File: src/rtl/fp_pkg.sv
// fp_pkg: single-precision field widths, type and constants shared by the FP add scheduler.
package fp_pkg;
    localparam int FP_W   = 32;
    localparam int EXP_W  = 8;
    localparam int FRAC_W = 23;
    typedef logic [FP_W-1:0] fp32_t;
    localparam fp32_t FP_ONE = 32'h3F800000;
    localparam fp32_t FP_TWO = 32'h40000000;
endpackage

File: src/rtl/fp_add_core.sv
// fp_add_core: combinational magnitude adder; truncates, result sign forced to 0.
module fp_add_core
    import fp_pkg::*;
(
    input  fp32_t a,
    input  fp32_t b,
    output fp32_t y
);
    logic               a_big;
    logic [EXP_W-1:0]   e_a, e_b, e_big, d;
    logic [FRAC_W:0]    m_big, m_small;
    logic [FRAC_W+1:0]  s;
    always_comb begin
        e_a     = a[FP_W-2:FRAC_W];
        e_b     = b[FP_W-2:FRAC_W];
        a_big   = e_a >= e_b;
        e_big   = a_big ? e_a : e_b;
        d       = a_big ? e_a - e_b : e_b - e_a;
        m_big   = a_big ? {|e_a, a[FRAC_W-1:0]} : {|e_b, b[FRAC_W-1:0]};
        m_small = a_big ? {|e_b, b[FRAC_W-1:0]} : {|e_a, a[FRAC_W-1:0]};
        s       = {1'b0, m_big} + {1'b0, m_small >> d};
        y       = {a[FP_W-1] & b[FP_W-1] & 1'b0,
                   s[FRAC_W+1] ? e_big + 1'b1 : e_big,
                   s[FRAC_W+1] ? s[FRAC_W:1] : s[FRAC_W-1:0]};
    end
endmodule

File: src/rtl/fp_rr_arb.sv
// fp_rr_arb: combinational round-robin arbiter; searches upward from last+1 and wraps modulo N.
module fp_rr_arb #(
    parameter int N   = 4,
    parameter int IDW = $clog2(N)
) (
    input  logic [N-1:0]   req,
    input  logic           en,
    input  logic [IDW-1:0] last,
    output logic [N-1:0]   gnt,
    output logic [IDW-1:0] gnt_id,
    output logic           gnt_valid
);
    logic [IDW-1:0] j;
    always_comb begin
        gnt       = '0;
        gnt_id    = '0;
        gnt_valid = 1'b0;
        j         = '0;
        // Walk from farthest to nearest so the nearest pending requester wins.
        for (int k = N; k >= 1; k--) begin
            j = IDW'((int'(last) + k) % N);
            if (en && req[j]) begin
                gnt       = N'(1) << j;
                gnt_id    = j;
                gnt_valid = 1'b1;
            end
        end
    end
endmodule

File: src/rtl/fp_add_sched.sv
// fp_add_sched: round-robin sharing of one FP adder among NREQ requesters,
// two-stage pipeline (operands, result) with a tagged, back-pressured result channel.
module fp_add_sched
    import fp_pkg::*;
#(
    parameter int WIDTH = 32,
    parameter int NREQ  = 4,
    parameter int IDW   = $clog2(NREQ),
    parameter int CNTW  = 16
) (
    input  logic                  clk,
    input  logic                  rst_n,
    input  logic [NREQ-1:0]       req_valid,
    output logic [NREQ-1:0]       req_ready,
    input  logic [NREQ*WIDTH-1:0] req_a,
    input  logic [NREQ*WIDTH-1:0] req_b,
    output logic                  res_valid,
    input  logic                  res_ready,
    output logic [WIDTH-1:0]      res_data,
    output logic [IDW-1:0]        res_id,
    output logic                  busy,
    output logic [CNTW-1:0]       issued_cnt
);
    logic           s1_valid, s2_valid, s1_en, s2_en, gnt_valid;
    fp32_t          s1_a, s1_b, s2_data, sum, acc_a, acc_b;
    logic [IDW-1:0] s1_id, s2_id, last_grant, gnt_id;
    logic [NREQ-1:0] gnt;

    assign s2_en     = !s2_valid || res_ready;
    assign s1_en     = !s1_valid || s2_en;
    assign req_ready = gnt;
    assign acc_a     = req_a[int'(gnt_id)*WIDTH +: WIDTH];
    assign acc_b     = req_b[int'(gnt_id)*WIDTH +: WIDTH];
    assign res_valid = s2_valid;
    assign res_data  = s2_data;
    assign res_id    = s2_id;
    assign busy      = s1_valid || s2_valid;

    fp_rr_arb #(.N(NREQ), .IDW(IDW)) u_arb (
        .req       (req_valid),
        .en        (s1_en),
        .last      (last_grant),
        .gnt       (gnt),
        .gnt_id    (gnt_id),
        .gnt_valid (gnt_valid)
    );

    fp_add_core u_add (
        .a (s1_a),
        .b (s1_b),
        .y (sum)
    );

    // A grant implies the requester is valid, so gnt_valid is the accept.
    always_ff @(posedge clk or negedge rst_n) begin
        if (!rst_n) begin
            s1_valid   <= 1'b0;
            s1_a       <= '0;
            s1_b       <= '0;
            s1_id      <= '0;
            s2_valid   <= 1'b0;
            s2_data    <= '0;
            s2_id      <= '0;
            last_grant <= IDW'(NREQ-1);
            issued_cnt <= '0;
        end else begin
            if (s1_en) begin
                s1_valid <= gnt_valid;
                if (gnt_valid) begin
                    s1_a       <= acc_a;
                    s1_b       <= acc_b;
                    s1_id      <= gnt_id;
                    last_grant <= gnt_id;
                    issued_cnt <= issued_cnt + 1'b1;
                end
            end
            if (s2_en) begin
                s2_valid <= s1_valid;
                if (s1_valid) begin
                    s2_data <= sum;
                    s2_id   <= s1_id;
                end
            end
        end
    end
endmodule

File: config.mk
export PLATFORM = sky130hd
export DESIGN_NAME = fp_add_sched
export DESIGN_NICKNAME = d
export VERILOG_FILES = /design/src/rtl/fp_pkg.sv /design/src/rtl/fp_add_core.sv /design/src/rtl/fp_rr_arb.sv /design/src/rtl/fp_add_sched.sv
export SDC_FILE = /design/constraint.sdc
export NUM_CORES = 1
export LEC_CHECK = 0
export BUFFER_PORTS_ARGS = -buffer_cell sky130_fd_sc_hd__buf_2
export CAP_MARGIN = 10
export CORE_ASPECT_RATIO = 1.1
export CORE_MARGIN = 2
export CORE_UTILIZATION = 53
export CTS_CLUSTER_DIAMETER = 120
export CTS_CLUSTER_SIZE = 40
export DETAILED_ROUTE_END_ITERATION = 6
export MAX_ROUTING_LAYER = met4
export PLACE_DENSITY = 0.79
export RECOVER_POWER = 50
export SLEW_MARGIN = 20
export SYNTH_ARGS = -nofsm -noshare
export SYNTH_HDL_FRONTEND = slang
export SYNTH_SLANG_ARGS = --single-unit
File: constraint.sdc
create_clock -name clk -period 6.3 [get_ports clk]
set_input_delay 1.26 -clock clk [delete_from_list [all_inputs] [get_ports clk]]
set_output_delay 1.26 -clock clk [all_outputs]
set_load 0.02 [all_outputs]
==> results of run 1 <==
-- routing by layer --
metal | wire length (um) | GRT usage
met3 | 2439 | 0.04683
met4 | 495 | 0.08520
met2 | 15110 | 0.4745
met1 | 14200 | 0.4341
met5 | 0 | -
-- metrics by stage --
step                instance area [sq um]  setup WS (ns)
finish                              12780         0.3052
CTS                                 12790         0.1502
global placement                    12240         0.3130
global route                        12780       0.009509
floorplan                           10500         0.6926
detailed placement                  12240         0.1918
-- worst max-delay path by stage --
stage	startpoint	endpoint	slack, ns	cells after the start
floorplan	s1_a[26]	res_data[22]	0.69	24
global placement	s1_a[24]	res_data[17]	0.31	22
detailed placement	s1_a[24]	res_data[17]	0.19	22
CTS	s1_a[26]	res_data[17]	0.15	22
global route	s1_a[23]	res_data[19]	0.01	22
finish	s1_a[23]	res_data[19]	0.31	22
-- cell usage after synthesis (3+ instances only) --
| library cell | count |
|---|---|
| nand2_1 | 169 |
| dfrtp_1 | 115 |
| mux2i_1 | 78 |
| mux2_2 | 68 |
| a21oi_1 | 66 |
| nor2_1 | 50 |
| mux4_2 | 48 |
| ha_1 | 45 |
| o21ai_0 | 43 |
| o22ai_1 | 43 |
| inv_1 | 33 |
| clkbuf_1 | 31 |
| xnor2_1 | 29 |
| nand3_1 | 28 |
| a31oi_1 | 25 |
| nor3_1 | 24 |
| buf_2 | 21 |
| a21o_1 | 16 |
| nand4_1 | 15 |
| nand2b_1 | 11 |
| buf_6 | 10 |
| xor2_1 | 9 |
| a22oi_1 | 8 |
| buf_4 | 8 |
| or3_1 | 8 |
| and3_1 | 7 |
| nor4_1 | 7 |
| o211ai_1 | 7 |
| o21a_1 | 7 |
| and2_1 | 6 |
| nand3b_1 | 6 |
| nor2b_1 | 6 |
| or2_2 | 4 |
| a2111oi_0 | 3 |
| a211o_1 | 3 |
| a211oi_1 | 3 |
| a21boi_0 | 3 |
| a221o_1 | 3 |
| fa_1 | 3 |
| nor3b_1 | 3 |
| o221ai_1 | 3 |
| o311ai_0 | 3 |
-- final cells by class --
cell class / instances / area (sq um) / share of cell area
diodes: 4 / 10.01 / 0.0007831
multi-input cells: 904 / 7076 / 0.5535
clock buffers: 21 / 450.4 / 0.03524
well taps: 252 / 315.3 / 0.02467
repair buffers: 346 / 1773 / 0.1387
inverters: 33 / 123.9 / 0.009691
clock inverters: 11 / 102.6 / 0.008027
flip-flops and latches: 117 / 2932 / 0.2293
-- registers in the layout (all words and copies together), names as in the netlist --
register / count
res_data: 31
s1_a: 31
s1_b: 31
issued_cnt: 16
last_grant: 2
res_id: 2
s1_id: 2
res_valid: 1
s1_valid: 1
-- worst min-delay path: stages, from the launching register on --
cell and delay (ns):
dfrtp_1 0.35, nand2_1 0.05, nand2_1 0.05
-- cell families after synthesis --
| family | Yosys count |
|---|---|
| buf+inv | 106 |
| compound gates | 264 |
| simple gates | 357 |
| xor+xnor | 39 |
| mux | 195 |
| fa+ha+maj | 48 |
| flops | 117 |
| other cells | 1 |
-- timing repair --
item	CTS	global route
setup endpoints to repair	0	31
hold endpoints to repair	0	0
setup buffers	0	3
resized for setup	0	10
==> flow_summary_export.csv, run 1 <==
group,metric,value,unit
synth,ys_types,82,
route,wl_per_cell,19.10,um
synth,synth-compound-area-share,0.1636,
synth,synthMuxAreaShare,0.2528,
worst_setup_path,crit_required,6.62,ns
worst_setup_path,cp-end-kind,"flip-flop",
final_layout,fin_util,0.6501,
cts,numCtsBuffers,17,
worst_setup_path,critPathBufInv,3,
final_layout,drive_gt1_frac,0.3268,
global_routing,overflow,0,
route,drt_wl_total,32250,um
run_status,violations,"max-capacitance violations, max-slew violations",
worst_hold_path,holdCritStartpoint,"s1_id[1]",
placed_design,dp_hpwl,25490,um
synth,synthFlopType,"dfrtp_1",
worst_setup_path,reg2reg_setup_slack,0.31,ns
timing,setup_viol,0,
floorplanning,io_pins,319,
floorplanning,die-area,20950,sq um
timing,maxSlewHeadroom,-1.533,
cts,cts_max_level,4,
timing,drv_slew,73,
timing,fin_crit_sh,0.9516,
route,vias,10120,
timing,tns,0,ns
route,vias_per_cell,5.995,
route,dr.pass1.iters,5,
timing,worstMarginPinSlew,3.799,ns
synth,syn_inst,1127,
synth,synth.area.top_cells,"dfrtp_1 27%, mux4_2 10%, mux2i_1 7.4%, mux2_2 7.3%, nand2_1 6.0%",
worst_setup_path,reg2reg_depth,22,
synth,ys_ff_latch,117,
worst_setup_path,critPathArrivalTime,6.32,ns
floorplanning,num_rows,54,
final_layout,finalNonFillerCells,1688,
worst_setup_path,reg2reg_from,"s1_a[23]",
synth,syn_area,10500,sq um
run_status,run_status,"finished, violations left",
route,drt_first_iter_violations,770,
synth,synth_nets,1438,
synth,ys_async_sr_fraction,1.000,
worst_setup_path,cp_slowest_cell,"or3b_4",
placed_design,gp_congestion,0.9568,
worst_setup_path,cp_top_family,"compound AO/OA/AOI/OAI gates",
timing,hold_viol,0,
worst_setup_path,start_kind,"flip-flop",
final_layout,layout_common_cells,"257 x buf_2, 169 x nand2_1, 114 x dfrtp_1",
synth,yosysTopAreaCell,"dfrtp_1",
cts,clkTransAtPathRegs,0.06,ns
timing,rsz0062_at_grt,"false",
worst_setup_path,crit_type,"reg -> reg",
floorplanning,coreArea,19660,sq um
placed_design,io_buffers,309,
cts,clockBufferDepth,2,
global_routing,grt_pass1_wl,49850,um
final_layout,layout_commonest_cell,"buf_2",
worst_hold_path,holdPathEnd,"res_id[1]",
synth,synth_edf_count,0,
floorplanning,fp.dieH,151.6,um
worst_setup_path,path_cells,"inv_1 -> ha_1 -> fa_1 -> nand3b_1 -> a31oi_4 -> nor3_4 -> buf_4 -> buf_4 -> a211o_1 -> and3b_4 -> nor4_4 -> nand3_1 -> a21oi_1 -> ha_1 -> and2_1 -> a221o_1 -> a221o_1 -> or3b_4 -> o2111a_2 -> nor2_4 -> mux2_2 -> o21ai_0",
synth,synth_top_family_by_area,"multiplexers",
route,route.detailed.drc,0,
floorplanning,start_util,0.5339,
route,antenna_left,0,
synth,synth-xor-area-share,0.03325,
run,drv_cap,1,
floorplanning,die-width,138.2,um
final_layout,fin_nets,1730,
cts,cts.sinks,117,
worst_hold_path,hold-path-cell-count,2,
final_layout,syn_to_final_growth,21.76,%
synth,seq_area_frac_synth,0.2791,
cts,cts_root_buffer,"clkbuf_16",
synth,yosys_warnings,0,
worst_hold_path,hp-class,"reg -> reg",
timing,fin_skew,0.01242,ns
placed_design,placed_cells,1649,
synth,synth_top_area_frac,0.2741,
final_layout,fillCellCount,1702,
global_routing,antenna_found_initial,4,
timing,finalWorstPathRequiredPeriod,5.995,ns
cts,cts_tree,"yes",
global_routing,grt_max_degree,73,
cts,clock_latency,0.43,ns
timing,fmax,166.8,MHz
global_routing,grt_pass1_vias,9302,
worst_setup_path,max_stage_delay,0.42,ns
synth,synth-simple-area-share,0.1609,
synth,synth_adder_area_share,0.05936,
cts,postCtsHoldBufs,0,
worst_setup_path,crit_fanout,8,
worst_setup_path,r2r-end,"res_data[19]",
timing,holdWs,0.4791,ns
synth,postSynthAreaPerCell,9.315,sq um
global_routing,grt_usage,0.3100,
Power of run 1 is left out: the tool's default activity adds up to more than one toggle a clock period on the data nets, which glitch-free logic cannot reach.
==> run 2, diff against run 1 <==
- ABC_AREA: unset -> 1
- CORE_UTILIZATION: 53 -> 54
- PLACE_DENSITY: 0.79 -> 0.8
- SETUP_SLACK_MARGIN: unset -> 0.3
==> flow_summary_export.csv, run 2 <==
group,metric,value,unit
cts,post-cts-setup-buffers,0,
run,drv_cap,1,
worst_setup_path,cp_top_family,"simple AND/OR/NAND/NOR gates",
worst_setup_path,cp-end-kind,"flip-flop",
final_layout,fillCellCount,1902,
timing,drv_slew,71,
timing,maxSlewHeadroom,-1.462,
synth,ys_ff_latch,117,
worst_setup_path,reg2reg_depth,31,
worst_hold_path,holdCritStartpoint,"issued_cnt[15]",
timing,fin_skew,0.009325,ns
cts,clockBufferDepth,2,
synth,syn_inst,1763,
floorplanning,die-area,21660,sq um
synth,yosysTopAreaCell,"dfrtp_1",
floorplanning,fp.dieH,154.2,um
global_routing,grt_usage,0.3535,
route,dr.pass1.iters,5,
cts,cts_max_level,4,
synth,postSynthAreaPerCell,6.278,sq um
route,antenna_left,0,
synth,ys_async_sr_fraction,1.000,
synth,synth.area.top_cells,"dfrtp_1 26%, nand2_1 20%, nand3_1 16%, ha_1 5.1%, inv_1 4.2%",
worst_setup_path,crit_fanout,22,
worst_setup_path,reg2reg_from,"s1_a[23]",
synth,yosysMostFrequentCell,"nand2_1",
worst_setup_path,critPathBufInv,3,
global_routing,grt_pass1_wl,59680,um
worst_setup_path,critPathArrivalTime,5.76,ns
synth,synthFlopType,"dfrtp_1",
final_layout,layout_commonest_cell,"nand2_1",
synth,synthTopCellsByCount,"583 x nand2_1, 354 x nand3_1, 123 x inv_1",
floorplanning,start_util,0.5534,
timing,rsz0062_at_grt,"false",
synth,synth_edf_count,0,
run_status,run_status,"finished, violations left",
worst_setup_path,max_stage_delay,0.41,ns
floorplanning,io_pins,319,
final_layout,multiInputGateArea,7097,sq um
global_routing,grt_pass1_vias,11771,
route,vias,12777,
final_layout,drive_gt1_frac,0.1840,
floorplanning,die-width,140.5,um
worst_setup_path,start_kind,"flip-flop",
timing,hold_viol,0,
route,wl_per_cell,16.45,um
worst_setup_path,r2r-end,"res_data[29]",
placed_design,io_buffers,309,
worst_setup_path,crit_required,6.61,ns
timing,fin_crit_sh,0.8640,
timing,fmax,183.7,MHz
synth,seq_area_frac_synth,0.2648,
final_layout,regArea,2930,sq um
cts,clock_latency,0.43,ns
route,drt_first_iter_violations,1227,
placed_design,gp_congestion,0.9689,
route,drt_wl_total,37560,um
worst_setup_path,reg2reg_setup_slack,0.86,ns
run_status,violations,"max-capacitance violations, max-slew violations",
final_layout,fin_nets,2325,
worst_setup_path,cp-startpoint,"s1_a[23]",
cts,postCtsHoldBufs,0,
placed_design,dp_hpwl,29040,um
route,vias_per_cell,5.597,
worst_setup_path,crit_type,"reg -> reg",
synth,ys_types,49,
final_layout,syn_to_final_growth,18.94,%
cts,numCtsBuffers,17,
cts,cts.sinks,117,
cts,post_cts_resized,0,
floorplanning,coreArea,20000,sq um
worst_hold_path,holdPathEnd,"issued_cnt[15]",
timing,finalWorstPathRequiredPeriod,5.443,ns
global_routing,antenna_found_initial,3,
worst_hold_path,hp-class,"reg -> reg",
worst_setup_path,cpMostUsedCell,"nand2_1",
floorplanning,num_rows,54,
global_routing,overflow,0,
synth,yosys_warnings,0,
synth,synth_top_area_frac,0.2600,
synth,syn_area,11070,sq um
cts,cts_root_buffer,"clkbuf_16",
timing,setup_viol,0,
timing,tns,0,ns
cts,clkTransAtPathRegs,0.06,ns
route,route.detailed.drc,0,
timing,worstMarginPinSlew,3.693,ns
global_routing,grt_max_degree,94,
synth,synth_nets,2074,
worst_hold_path,hold-path-cell-count,1,
final_layout,layout_common_cells,"582 x nand2_1, 353 x nand3_1, 259 x buf_2",
cts,cts_tree,"yes",
worst_setup_path,cp_slowest_cell,"fa_1",
[run 2: cell types whose count changed in the layout (fill, tap and decap cells not counted), sizes merged, moves of 20 or more]
cell / change
nand3: +331
nor2: +20
o21ai: +109
a31oi: -21
o22ai: -39
mux4: -49
inv: +105
nand2: +422
mux2i: -75
mux2: -68
[run 2: how the worst max path moves through the flow]
stage | end | slack [ns] | cells after the start
finish | res_data[29] | 0.86 | 31
global route | res_data[29] | 0.36 | 31
CTS | res_data[29] | 0.70 | 30
detailed placement | res_data[29] | 0.71 | 30
global placement | res_data[29] | 0.80 | 30
floorplan | res_data[16] | 1.75 | 32
[run 2: layout make-up]
| class | count | area share |
|---|---|---|
| multi-input cells | 1408 | 0.5391 |
| flip-flops and latches | 117 | 0.2226 |
| repair buffers | 334 | 0.1296 |
| inverters | 136 | 0.03887 |
| clock buffers | 17 | 0.03232 |
| well taps | 252 | 0.02395 |
| clock inverters | 15 | 0.01274 |
| diodes | 4 | 0.0007604 |
[run 2: logic make-up (layout without fill, tap and decap cells)]
family / count (synthesis) / count (layout) / share of synthesized area
AND/OR/NAND/NOR: 1049 / 1051 / 0.4108
AO/OA/AOI/OAI: 268 / 268 / 0.1368
buffers and inverters: 240 / 502 / 0.09903
flip-flops: 117 / 117 / 0.2648
adder cells (fa/ha/maj): 48 / 48 / 0.05630
XOR/XNOR: 37 / 37 / 0.02928
multiplexers: 3 / 3 / 0.002713
other: 1 / 5 / 0.0003388
[run 2: worst register-to-register path, delay by kind of cell (launching register included)]
family                     cells  cell delay [ns]
DFF                            1             0.38
adders and majority gates      4             1.25
and+or+nand+nor               20             2.79
AOI/OAI and AO/OA              4             0.67
buffers and inverters          3             0.24
[run 2: stage by stage]
stage | setup slack, ns | instance area (sq um) | hold WS, ns | util | cells
after floorplan | 1.752 | 11070 | 0.4628 | - | 1763
after global placement | 0.8022 | 12560 | 0.4572 | 0.6282 | 2243
after detailed placement | 0.7121 | 12560 | 0.4638 | 0.6282 | 2243
after CTS | 0.7002 | 13160 | 0.4779 | 0.6578 | 2275
after global routing | 0.3561 | 13160 | 0.4983 | 0.6581 | 2282
final | 0.8570 | 13160 | 0.4798 | 0.6582 | 2283
[run 2: metal layers]
metal | vias up | global-route usage | wire, um
li1 | 6361 | - | -
met1 | 5823 | 0.4632 | 16300
met2 | 510 | 0.5656 | 17570
met3 | 83 | 0.04547 | 2328
met4 | 0 | 0.1252 | 1360
met5 | - | - | 0
Power of run 2 is left out for the same reason.
